--- config.mk ---
export PLATFORM = sky130hd
export DESIGN_NAME = ema_inverse
export DESIGN_NICKNAME = d
export VERILOG_FILES = /design/src/rtl/ema_inverse.sv
export SDC_FILE = /design/constraint.sdc
export NUM_CORES = 1
export LEC_CHECK = 0
export CAP_MARGIN = 20
export CORE_ASPECT_RATIO = 1.75
export CORE_UTILIZATION = 43
export CTS_BUF_LIST = sky130_fd_sc_hd__clkbuf_4 sky130_fd_sc_hd__clkbuf_8
export CTS_CLUSTER_SIZE = 12
export DETAILED_ROUTE_END_ITERATION = 7
export PLACE_DENSITY_LB_ADDON = 0.05
export SYNTH_ARGS = -nofsm -noshare
export SYNTH_HDL_FRONTEND = slang
export SYNTH_SLANG_ARGS = --single-unit
--- constraint.sdc ---
create_clock -name clk -period 5.1 [get_ports clk]
set_input_delay 1.02 -clock clk [delete_from_list [all_inputs] [get_ports clk]]
set_output_delay 1.02 -clock clk [all_outputs]
set_load 0.005 [all_outputs]
--- src/rtl/ema_inverse.sv ---
// Inverse exponential moving average: recovers x[n] from the smoothed y[n] using
// a serial restoring divider (one quotient bit per cycle) and a saturating add.
module ema_inverse #(
  parameter int DATA_W  = 8,
  parameter int ALPHA_W = 8
) (
  input  logic               clk,
  input  logic               rst,
  input  logic [DATA_W-1:0]  y_i,
  input  logic [ALPHA_W-1:0] alpha_i,
  input  logic               valid_i,
  output logic [DATA_W-1:0]  x_o,
  output logic               bussy_o,
  output logic               valid_o,
  output logic               err_o
);
  localparam int DIV_W = DATA_W + ALPHA_W;
  localparam int CNT_W = $clog2(DIV_W + 1);
  localparam int SUM_W = DIV_W + 2;
  localparam logic signed [SUM_W-1:0] SAT_MAX = SUM_W'((2 ** (DATA_W - 1)) - 1);
  localparam logic signed [SUM_W-1:0] SAT_MIN = ~SAT_MAX;

  typedef enum logic [1:0] {IDLE, DIV, DONE} state_t;

  state_t             state, state_nxt;
  logic               accept, last;
  logic [CNT_W-1:0]   cnt;
  logic [DATA_W-1:0]  y_prev, y_cap;
  logic [ALPHA_W-1:0] a_cap;
  logic               neg;
  logic [DIV_W-1:0]   dq;
  logic [ALPHA_W-1:0] rem;

  // cnt reaches DIV_W after the last iteration; that cycle finalizes the result
  assign last = (cnt == CNT_W'(DIV_W));

  always_comb begin
    state_nxt = state;
    accept    = 1'b0;
    bussy_o   = 1'b0;
    valid_o   = 1'b0;
    case (state)
      IDLE: if (valid_i) begin
        accept    = 1'b1;
        state_nxt = DIV;
      end
      DIV: begin
        bussy_o = 1'b1;
        if (last) state_nxt = DONE;
      end
      DONE: begin
        valid_o = 1'b1;
        if (valid_i) begin
          accept    = 1'b1;
          state_nxt = DIV;
        end else begin
          state_nxt = IDLE;
        end
      end
      default: state_nxt = IDLE;
    endcase
  end

  always_ff @(posedge clk) begin
    if (!rst) state <= IDLE;
    else      state <= state_nxt;
  end

  logic signed [DATA_W:0] d;
  logic        [DATA_W:0] d_mag;
  assign d     = $signed({y_i[DATA_W-1], y_i}) - $signed({y_prev[DATA_W-1], y_prev});
  assign d_mag = d[DATA_W] ? -d : d;

  // dq holds the dividend |d|<<ALPHA_W and shifts quotient bits in from the bottom
  logic [ALPHA_W:0] trial, diff;
  logic             fits;
  assign trial = {rem, dq[DIV_W-1]};
  assign diff  = trial - {1'b0, a_cap};
  assign fits  = (trial >= {1'b0, a_cap});

  logic signed [SUM_W-1:0] q_s, sum;
  logic        [DATA_W-1:0] x_nxt;
  always_comb begin
    q_s = $signed({2'b00, dq});
    if (neg) q_s = -q_s;
    sum = $signed({{(SUM_W-DATA_W){y_prev[DATA_W-1]}}, y_prev}) + q_s;
    if (sum > SAT_MAX)      x_nxt = SAT_MAX[DATA_W-1:0];
    else if (sum < SAT_MIN) x_nxt = SAT_MIN[DATA_W-1:0];
    else                    x_nxt = sum[DATA_W-1:0];
  end

  always_ff @(posedge clk) begin
    if (!rst) begin
      y_prev <= '0;
      y_cap  <= '0;
      a_cap  <= '0;
      neg    <= 1'b0;
      dq     <= '0;
      rem    <= '0;
      cnt    <= '0;
      x_o    <= '0;
      err_o  <= 1'b0;
    end else if (accept) begin
      y_cap <= y_i;
      a_cap <= alpha_i;
      neg   <= d[DATA_W];
      dq    <= {d_mag[DATA_W-1:0], {ALPHA_W{1'b0}}};
      rem   <= '0;
      cnt   <= '0;
    end else if (state == DIV) begin
      if (!last) begin
        cnt <= cnt + 1'b1;
        // alpha of zero skips the divider but keeps the fixed latency
        if (a_cap != '0) begin
          dq  <= {dq[DIV_W-2:0], fits};
          rem <= fits ? diff[ALPHA_W-1:0] : trial[ALPHA_W-1:0];
        end
      end else begin
        x_o    <= (a_cap == '0) ? y_cap : x_nxt;
        err_o  <= (a_cap == '0);
        y_prev <= y_cap;
      end
    end
  end
endmodule

After elaboration in Yosys (flattened, before gate mapping)
Index checks and enable logic that the tools add are counted.

$add $sub $neg: 6. Magnitude comparators: 3. Equality and inequality tests: 6. Multiplexer cells: 18. Bitwise logic cells: 3. Reduce and logical (&&, ||, !) cells: 12.

Operators by type and width (count): 16-bit two-way mux (4); 8-bit two-way mux (5); 8-bit by 18-bit adder with 18-bit output (1); 18-bit by 8-bit > comparator with 1-bit output (second input constant) (1); 18-bit by 8-bit < comparator with 1-bit output (second input constant) (1); 18-bit two-way mux (1); 16-bit negator with 18-bit output (1); 9-bit by 8-bit >= comparator with 1-bit output (1); 3-bit AND reduction (3); 8-bit by 8-bit subtractor with 9-bit output (1); 8-bit logical NOT (1); 8-bit negator (1); 8-bit nonzero test (1); 8-bit subtractor (1); 2-bit != test (second input constant) (3); 2-bit one-hot mux with 3 select lines (1); 5-bit by 1-bit adder with 5-bit output (second input constant) (1); 5-bit == test (second input constant) (1); 1-bit two-way mux (5); 2-bit two-way mux (2); 2-bit AND reduction (2); 2-bit nonzero test (2); 2-bit OR reduction (2); 1-bit NOT (3); other kinds (3) (3).

Register bits: 65. Input bits: 19. Word-level logic and storage cells: 59.

Logic depth before layout (Yosys ltp)
Gate-level depths: netlist (run 1).

Depth in word-level cells: 7. Mapped depth: 17. Gate-level depth less buffers: 16.

Worst setup path before layout (run 1)
Ideal clock, no wire load.

Path type: register to register. Start point: register dq[0]. End point: register x_o[2]. Setup time: 92 ps. Data arrival time: 3708 ps. Required time: 5008 ps. Path slack: 1299 ps. Cell stages (with the launch flop): 14. Path buffers: 0. Cell sequence: dfxtp_1 or4_1 or3_1 o21ai_0 xnor2_1 ha_1 a21o_1 or4_4 a21oi_2 nor2_2 a311o_1 xor2_1 a31oi_4 o32ai_1.

Longest elaborated chain between the ends: 7. Elaborated cells on any way between the ends: 8.

RTL lines: start: declaration (line 31) `logic [DIV_W-1:0] dq;`; start signal: assignment (line 107) `dq <= {d_mag[DATA_W-1:0], {ALPHA_W{1'b0}}};`; start signal: assignment (line 115) `dq <= {dq[DIV_W-2:0], fits};`; 16-bit negator with 18-bit output (line 85) `if (neg) q_s = -q_s;`; 18-bit two-way mux * (line 85); 8-bit by 18-bit adder with 18-bit output * (line 86) `sum = $signed({{(SUM_W-DATA_W){y_prev[DATA_W-1]}}, y_prev}) + q_s;`; 18-bit by 8-bit < comparator with 1-bit output (line 88) `else if (sum < SAT_MIN) x_nxt = SAT_MIN[DATA_W-1:0];`; 8-bit two-way mux (line 88); 8-bit two-way mux * (line 87) `if (sum > SAT_MAX) x_nxt = SAT_MAX[DATA_W-1:0];`; 8-bit two-way mux * (line 119) `x_o <= (a_cap == '0) ? y_cap : x_nxt;`; end signal: assignment (line 119); end: declaration (line 12) `output logic [DATA_W-1:0] x_o,`.

Mark *: on every way between the ends. The rest lies on a longest branch, timed or not. A chain may end at the register's enable or synchronous reset.

Worst setup path after layout (run 1)
Start point: register dq[0]. End point: register x_o[5].

The elaborated chain is that of the path after synthesis.

==> impl_metrics.yaml, run 1 <==
critical_path:
  worstPathMaxFanout: 7
  crit_top_cell: "xnor2_1"
  cp_slowest_cell: "or4_1"
  crit_type: "flop to flop"
  critPathArrivalTime_ns: 4.39
  max_stage_delay_ns: 0.59
  cp-end-kind: "flop"
  crit_path_cell_trace: "or4_1 -> or3_1 -> o41ai_1 -> xnor2_1 -> ha_1 -> nor2b_1 -> o21ai_0 -> a31oi_2 -> xnor2_1 -> nand4b_1 -> a2111oi_2 -> a31oi_4 -> o32ai_1"
  start_kind: "flop"
  cp.required_ns: 5.35
place:
  post_dp_cell_area_um2: 5082
  dp.cells: 716
  gp_congestion: 0.8962
  io_buffers: 29
  hpwl_um: 9202
clock_network:
  cts_root_buf: "clkbuf_8"
  numCtsBuffers: 9
  ctsResizeCount: 0
  post_cts_buffers: 0
  h-tree-depth: 3
  clockBufferDepth: 2
  clock_sinks: 65
  cts-hold-fix-buffers: 0
  clk_pin_slew_ns: 0.08
  cts_tree: "yes"
  clk_latency_ns: 0.35
logic_synthesis:
  syn_area_um2: 4664
  synth_mux_area_frac: 0.04802
  yosys.area_share.simple: 0.1915
  yosysSeqAreaShare: 0.2790
  ys_ff_latch: 65
  post_synth_xor_area_fraction: 0.08637
  syn_avg_cell_area_um2: 8.126
  ys_warn_count: 0
  synth_compound_area_frac: 0.2369
  synth.net_count: 633
  synth_edf_count: 0
  synth_top_family_by_area: "compound AO/OA/AOI/OAI gates"
  ys_types: 62
  ys.flop_type: "dfxtp_1"
  synthArstFlopShare: 0
  synthAdderAreaFrac: 0.1121
  synth_cells: 574
sta:
  maxSlewHeadroom: 0.4418
  timing.fmax_mhz: 241.9
  min_period_ns: 4.134
  report.final.slew_viol_count: 0
  hold_violations: 0
  fin_skew_ns: 0.01166
  worstMarginPinSlew_ns: 0.8283
  fin_crit_sh: 0.8107
  finalSetupViolCount: 0
  setup-tns-final_ns: 0
  rsz0062_at_grt: "false"
detailed_routing:
  drtAntennaViolNets: 0
  route.vias.total: 4033
  initialDrtViolationCount: 127
  drc: 0
  wirelength_um: 12110
  first_pass_iters: 4
  via_per_inst: 5.502
  wl_per_cell_um: 16.52
run_status:
  status: "complete, no violations"
pwr:
  clkPwrFrac: 0.326
  pwr-share-seq: 0.411
  combPwrFrac: 0.264
  switchingPower_mw: 0.4470
  power_switching_share: 0.3288
  power.density_nw_per_um2: 255.1
  finalPower_mw: 1.360
  irDropWorstVdd_uv: 180.5
  p_int_mw: 0.9125
  leakage_nw: 2.092
global_routing:
  antenna_found_initial: 0
  grt_max_degree: 47
  track_usage: 0.2270
  globalRouteOverflowTotal: 0
  grt_pass1_vias: 3955
  grt_pass1_wl_um: 19180
layout:
  finalNonFillerCells: 733
  fin_area_um2: 5329
  nets: 658
  drive_above_1_share: 0.06799
  fillers: 1089
  antenna_cells: 0
  synthToLayoutAreaGrowth_pct: 14.24
floorplanning:
  rows: 50
  die_y_um: 139.8
  initial_core_util: 0.4386
  die_x_um: 80.73
  core_area_um2: 10640
  die_area_um2: 11280
  io_pins: 30
job:
  drv_cap: 0
worst_hold_path:
  hold_class: "flop to flop"
## per-layer routing
metal  GRT usage  part of all wire
met1      0.2206              0.39
met5           0                 0
met4     0.09305             0.022
met3     0.03672             0.021
met2      0.4483              0.57
## logic make-up (layout without fill, tap and decap cells)
| family | Yosys count | count (layout) |
|---|---|---|
| adders and majority gates | 40 | 40 |
| muxes | 22 | 22 |
| DFF | 65 | 65 |
| AOI/OAI and AO/OA | 155 | 155 |
| xor gates and xnor gates | 46 | 46 |
| and+or+nand+nor | 189 | 189 |
| buffers and inverters | 57 | 86 |
## area by class of cell
cell class,count,area [µm²],area share
multi-input combinational,452,3163,0.5936
timing repair buffer,35,372.9,0.06997
sequential,65,1301,0.2442
tap,130,162.7,0.03052
clock buffer,9,123.9,0.02324
clock inverter,6,70.07,0.01315
inverter,36,135.1,0.02536
## synthesized netlist by cell type, types with 8 or more instances
master	count	share of area
nand2_1	82	0.066
dfxtp_1	65	0.28
nor2_1	44	0.035
ha_1	37	0.099
inv_1	36	0.029
xnor2_1	31	0.058
a21boi_0	27	0.043
o21ai_0	26	0.028
a21oi_1	24	0.026
clkbuf_1	19	0.015
mux2i_1	19	0.041
xor2_1	15	0.028
nor2b_1	12	0.016
a211oi_1	10	0.016
nor3_1	9	0.0097
o31ai_1	8	0.013
## power by group through the flow
stage	logic (mW)	registers, mW	clock network [mW]
floorplan	0.268	0.557	0
global placement	0.348	0.570	0
detailed placement	0.351	0.571	0
CTS	0.353	0.559	0.454
global route	0.398	0.561	0.476
finish	0.359	0.558	0.443
## worst paths after layout
kind	from	endpoint	slack, ns	depth (start not counted)
worst max-delay path	dq[0]$_SDFFE_PP0P_	x_o[5]$_SDFFE_PN0P_	0.97	13
worst min-delay path	a_cap[3]$_SDFFE_PN0P_	a_cap[3]$_SDFFE_PN0P_	0.47	2
worst max register to register	dq[0]$_SDFFE_PP0P_	x_o[5]$_SDFFE_PN0P_	0.97	13
worst min register to register	a_cap[3]$_SDFFE_PN0P_	a_cap[3]$_SDFFE_PN0P_	0.47	2
## through the flow
stage	utilization	worst slack, ns	hold slack, ns
floorplan	-	1.299	0.4435
global placement	0.4779	1.090	0.4589
detailed placement	0.4779	0.9939	0.4617
CTS	0.4961	0.9603	0.4734
global route	0.5011	0.6989	0.4934
finish	0.5011	0.9657	0.4688
## state kept, by name (all words and copies together), names as in the netlist
name / cells
dq: 16
cnt: 5
y_cap: 8
rem: 8
state: 2
y_prev: 8
x_o: 8
a_cap: 8
neg: 1
err_o: 1
## worst max-delay path: cells and delay by family (launching register included)
family	cells	cell delay (ns)
AO/OA/AOI/OAI	6	1.61
XOR/XNOR	2	0.24
adder cells (fa/ha/maj)	1	0.42
flip-flops	1	0.36
AND/OR/NAND/NOR	4	1.40
## placed cells by master (no fill, tap or decap), types with 4 or more instances in the layout
master and n:
o31ai_1 8, a21o_1 7, mux2i_1 19, o211ai_1 7, clkbuf_8 9, a211oi_1 10
or4_1 4, xor2_1 15, ha_1 37, buf_4 4, a21boi_0 27, nor3_1 8
o21a_1 7, nand4_1 6, nand2b_1 7, xnor2_1 31, nor2b_1 11, and3_1 5
clkdlybuf4s50_1 29, dfxtp_1 65, a21oi_1 24, o21bai_1 6, o21ai_0 26, o32ai_1 5
inv_1 36, nor2_1 44, nand2_1 82
Note: power is estimated with default switching activity, not from simulation.
==> run 2, diff against run 1 <==
==> constraint.sdc (replaced) <==
create_clock -name clk -period 3.9 [get_ports clk]
set_input_delay 0.78 -clock clk [delete_from_list [all_inputs] [get_ports clk]]
set_output_delay 0.78 -clock clk [all_outputs]
set_load 0.005 [all_outputs]
==> impl_metrics.yaml, run 2 (synthesis results as in run 1) <==
layout:
  multiInputGateArea_um2: 3349
  final_common_cell: "nand2_1"
  fillers: 1042
  antenna_cells: 0
  register_area_um2: 1303
  nets: 680
  top_register: "dq"
  layout_common_cells: "82 x nand2_1, 64 x dfxtp_1, 42 x nor2_1, 36 x inv_1, 35 x ha_1"
  finalNonFillerCells: 756
  largest_register_ffs: 16
  utilization: 0.5335
  drive_above_1_share: 0.1438
  synthToLayoutAreaGrowth_pct: 21.65
clock_network:
  clock_sinks: 65
  cts-hold-fix-buffers: 0
  clk_pin_slew_ns: 0.07
  cts_tree: "yes"
  clk_latency_ns: 0.35
  cts_root_buf: "clkbuf_8"
  clockBufferDepth: 2
  h-tree-depth: 3
  numCtsBuffers: 9
sta:
  fin_skew_ns: 0.007171
  hold_violations: 0
  report.final.slew_viol_count: 0
  min_period_ns: 3.851
  maxSlewHeadroom: 0.4424
  rsz0062_at_grt: "true"
  worstMarginPinSlew_ns: 0.8344
  finalSetupViolCount: 0
  timing.fmax_mhz: 259.7
  setup-tns-final_ns: 0
  fin_crit_sh: 0.9874
detailed_routing:
  route.vias.total: 4203
  wirelength_um: 13010
  drc: 0
  wl_per_cell_um: 17.20
  via_per_inst: 5.560
  drtAntennaViolNets: 0
  first_pass_iters: 4
  initialDrtViolationCount: 134
place:
  gp_congestion: 0.8586
  dp.cells: 736
  io_buffers: 29
  hpwl_um: 9821
critical_path:
  crit_end: "x_o[0]$_SDFFE_PN0P_"
  max_stage_delay_ns: 0.53
  r2r-start: "dq[0]$_SDFFE_PP0P_"
  cp_slowest_cell: "or4_4"
  path_depth: 15
  worst-path-buf-inv: 1
  crit_type: "flop to flop"
  start_kind: "flop"
  cp_top_family: "simple AND/OR/NAND/NOR gates"
  cp.required_ns: 4.13
  cp-end-kind: "flop"
  r2r_cells: 15
  worstSetupStartpoint: "dq[0]$_SDFFE_PP0P_"
  crit_path_cell_trace: "or4_4 -> or3_4 -> o21ai_2 -> xnor2_1 -> ha_1 -> buf_4 -> o211ai_1 -> nor2_2 -> o2111ai_2 -> a31oi_4 -> mux2i_2 -> nand2_1 -> nor4_1 -> a31o_2 -> o22ai_1"
  worstPathMaxFanout: 7
  reg2reg_slack_ns: 0.05
  r2r-end: "x_o[0]$_SDFFE_PN0P_"
  critPathArrivalTime_ns: 4.08
worst_hold_path:
  hold_depth: 2
  hold_class: "flop to flop"
global_routing:
  track_usage: 0.2349
  grt_pass1_vias: 4107
  globalRouteOverflowTotal: 0
  grt_pass1_wl_um: 19740
  grt_max_degree: 36
  antenna_found_initial: 0
floorplanning:
  die_area_um2: 11280
  initial_core_util: 0.4386
  rows: 50
  io_pins: 30
  die_y_um: 139.8
  die_x_um: 80.73
  core_area_um2: 10640
pwr:
  power.density_nw_per_um2: 333.9
  irDropWorstVdd_uv: 216.2
  leakage_nw: 2.240
run_status:
  status: "complete, no violations"
job:
  drv_cap: 0
## run 2: changes by cell type in the layout (fill, tap and decap cells not counted), moves of 3 or more
cell,previous run,this run
buf_4,4,28
o32ai_1,5,1
o32ai_2,0,4
clkinvlp_4,3,0
## run 2: worst min-delay path by stage
stage                                from                     to  slack [ns]
CTS                 a_cap[5]$_SDFFE_PN0P_  a_cap[5]$_SDFFE_PN0P_        0.47
finish              a_cap[4]$_SDFFE_PN0P_  a_cap[4]$_SDFFE_PN0P_        0.47
floorplan           a_cap[3]$_SDFFE_PN0P_  a_cap[3]$_SDFFE_PN0P_        0.44
global route        a_cap[5]$_SDFFE_PN0P_  a_cap[5]$_SDFFE_PN0P_        0.49
global placement    a_cap[4]$_SDFFE_PN0P_  a_cap[4]$_SDFFE_PN0P_        0.46
detailed placement  a_cap[5]$_SDFFE_PN0P_  a_cap[5]$_SDFFE_PN0P_        0.46
## run 2: tightest hold or removal path, stage by stage (launching register included)
cell      delay [ns]
dfxtp_1         0.31
nand2_1         0.05
a21boi_0        0.06
## run 2: layout make-up
| cell class | count | area share |
|---|---|---|
| clock inverters | 5 | 0.01389 |
| flip-flops and latches | 65 | 0.2295 |
| clock buffers | 11 | 0.02558 |
| repair buffers | 57 | 0.08820 |
| well taps | 130 | 0.02867 |
| inverters | 36 | 0.02381 |
| multi-input cells | 452 | 0.5903 |
## run 2: stage by stage
| step | hold WS [ns] | cell area [µm²] | worst slack [ns] | total power [mW] |
|---|---|---|---|---|
| final | 0.4653 | 5674 | 0.04895 | 1.895 |
| after global placement | 0.4559 | 5233 | 0.03514 | 1.219 |
| after detailed placement | 0.4582 | 5233 | -0.03575 | 1.226 |
| after global routing | 0.4914 | 5674 | -0.1222 | 1.990 |
| after CTS | 0.4687 | 5543 | 0.0002909 | 1.892 |
| after floorplan | 0.4435 | 4664 | 0.09929 | 1.079 |
## run 2: repair_timing
action,in CTS,in global routing
setup endpoints to repair,5,7
pin swaps,6,10
resized for setup,15,18
hold endpoints to repair,0,0
setup buffers,0,4
## run 2: report_power, final
group	total, mW	leakage [nW]	switching, mW	internal, mW
logic	0.512	1.59	0.283	0.230
registers	0.727	0.530	0.0349	0.692
clock network	0.656	0.117	0.272	0.384
total	1.89	2.24	0.590	1.31
## run 2: per-layer routing
metal / up-vias / global-route usage / share of wire
li1: 2122 / - / -
met1: 1996 / 0.2259 / 0.38
met2: 68 / 0.4621 / 0.57
met3: 17 / 0.04525 / 0.024
met4: 0 / 0.09492 / 0.024
met5: - / 0 / 0
==> run 3, diff against run 2 <==
--- a/config.mk
+++ b/config.mk
@@ -5,7 +5,7 @@
 export SDC_FILE = /design/constraint.sdc
 export NUM_CORES = 1
 export LEC_CHECK = 0
-export CAP_MARGIN = 20
+export CAP_MARGIN = 10
 export CORE_ASPECT_RATIO = 1.75
 export CORE_UTILIZATION = 43
 export CTS_BUF_LIST = sky130_fd_sc_hd__clkbuf_4 sky130_fd_sc_hd__clkbuf_8
==> results of run 3 <==
Same layout as run 2: the final DEF is identical, and so are final timing and power.
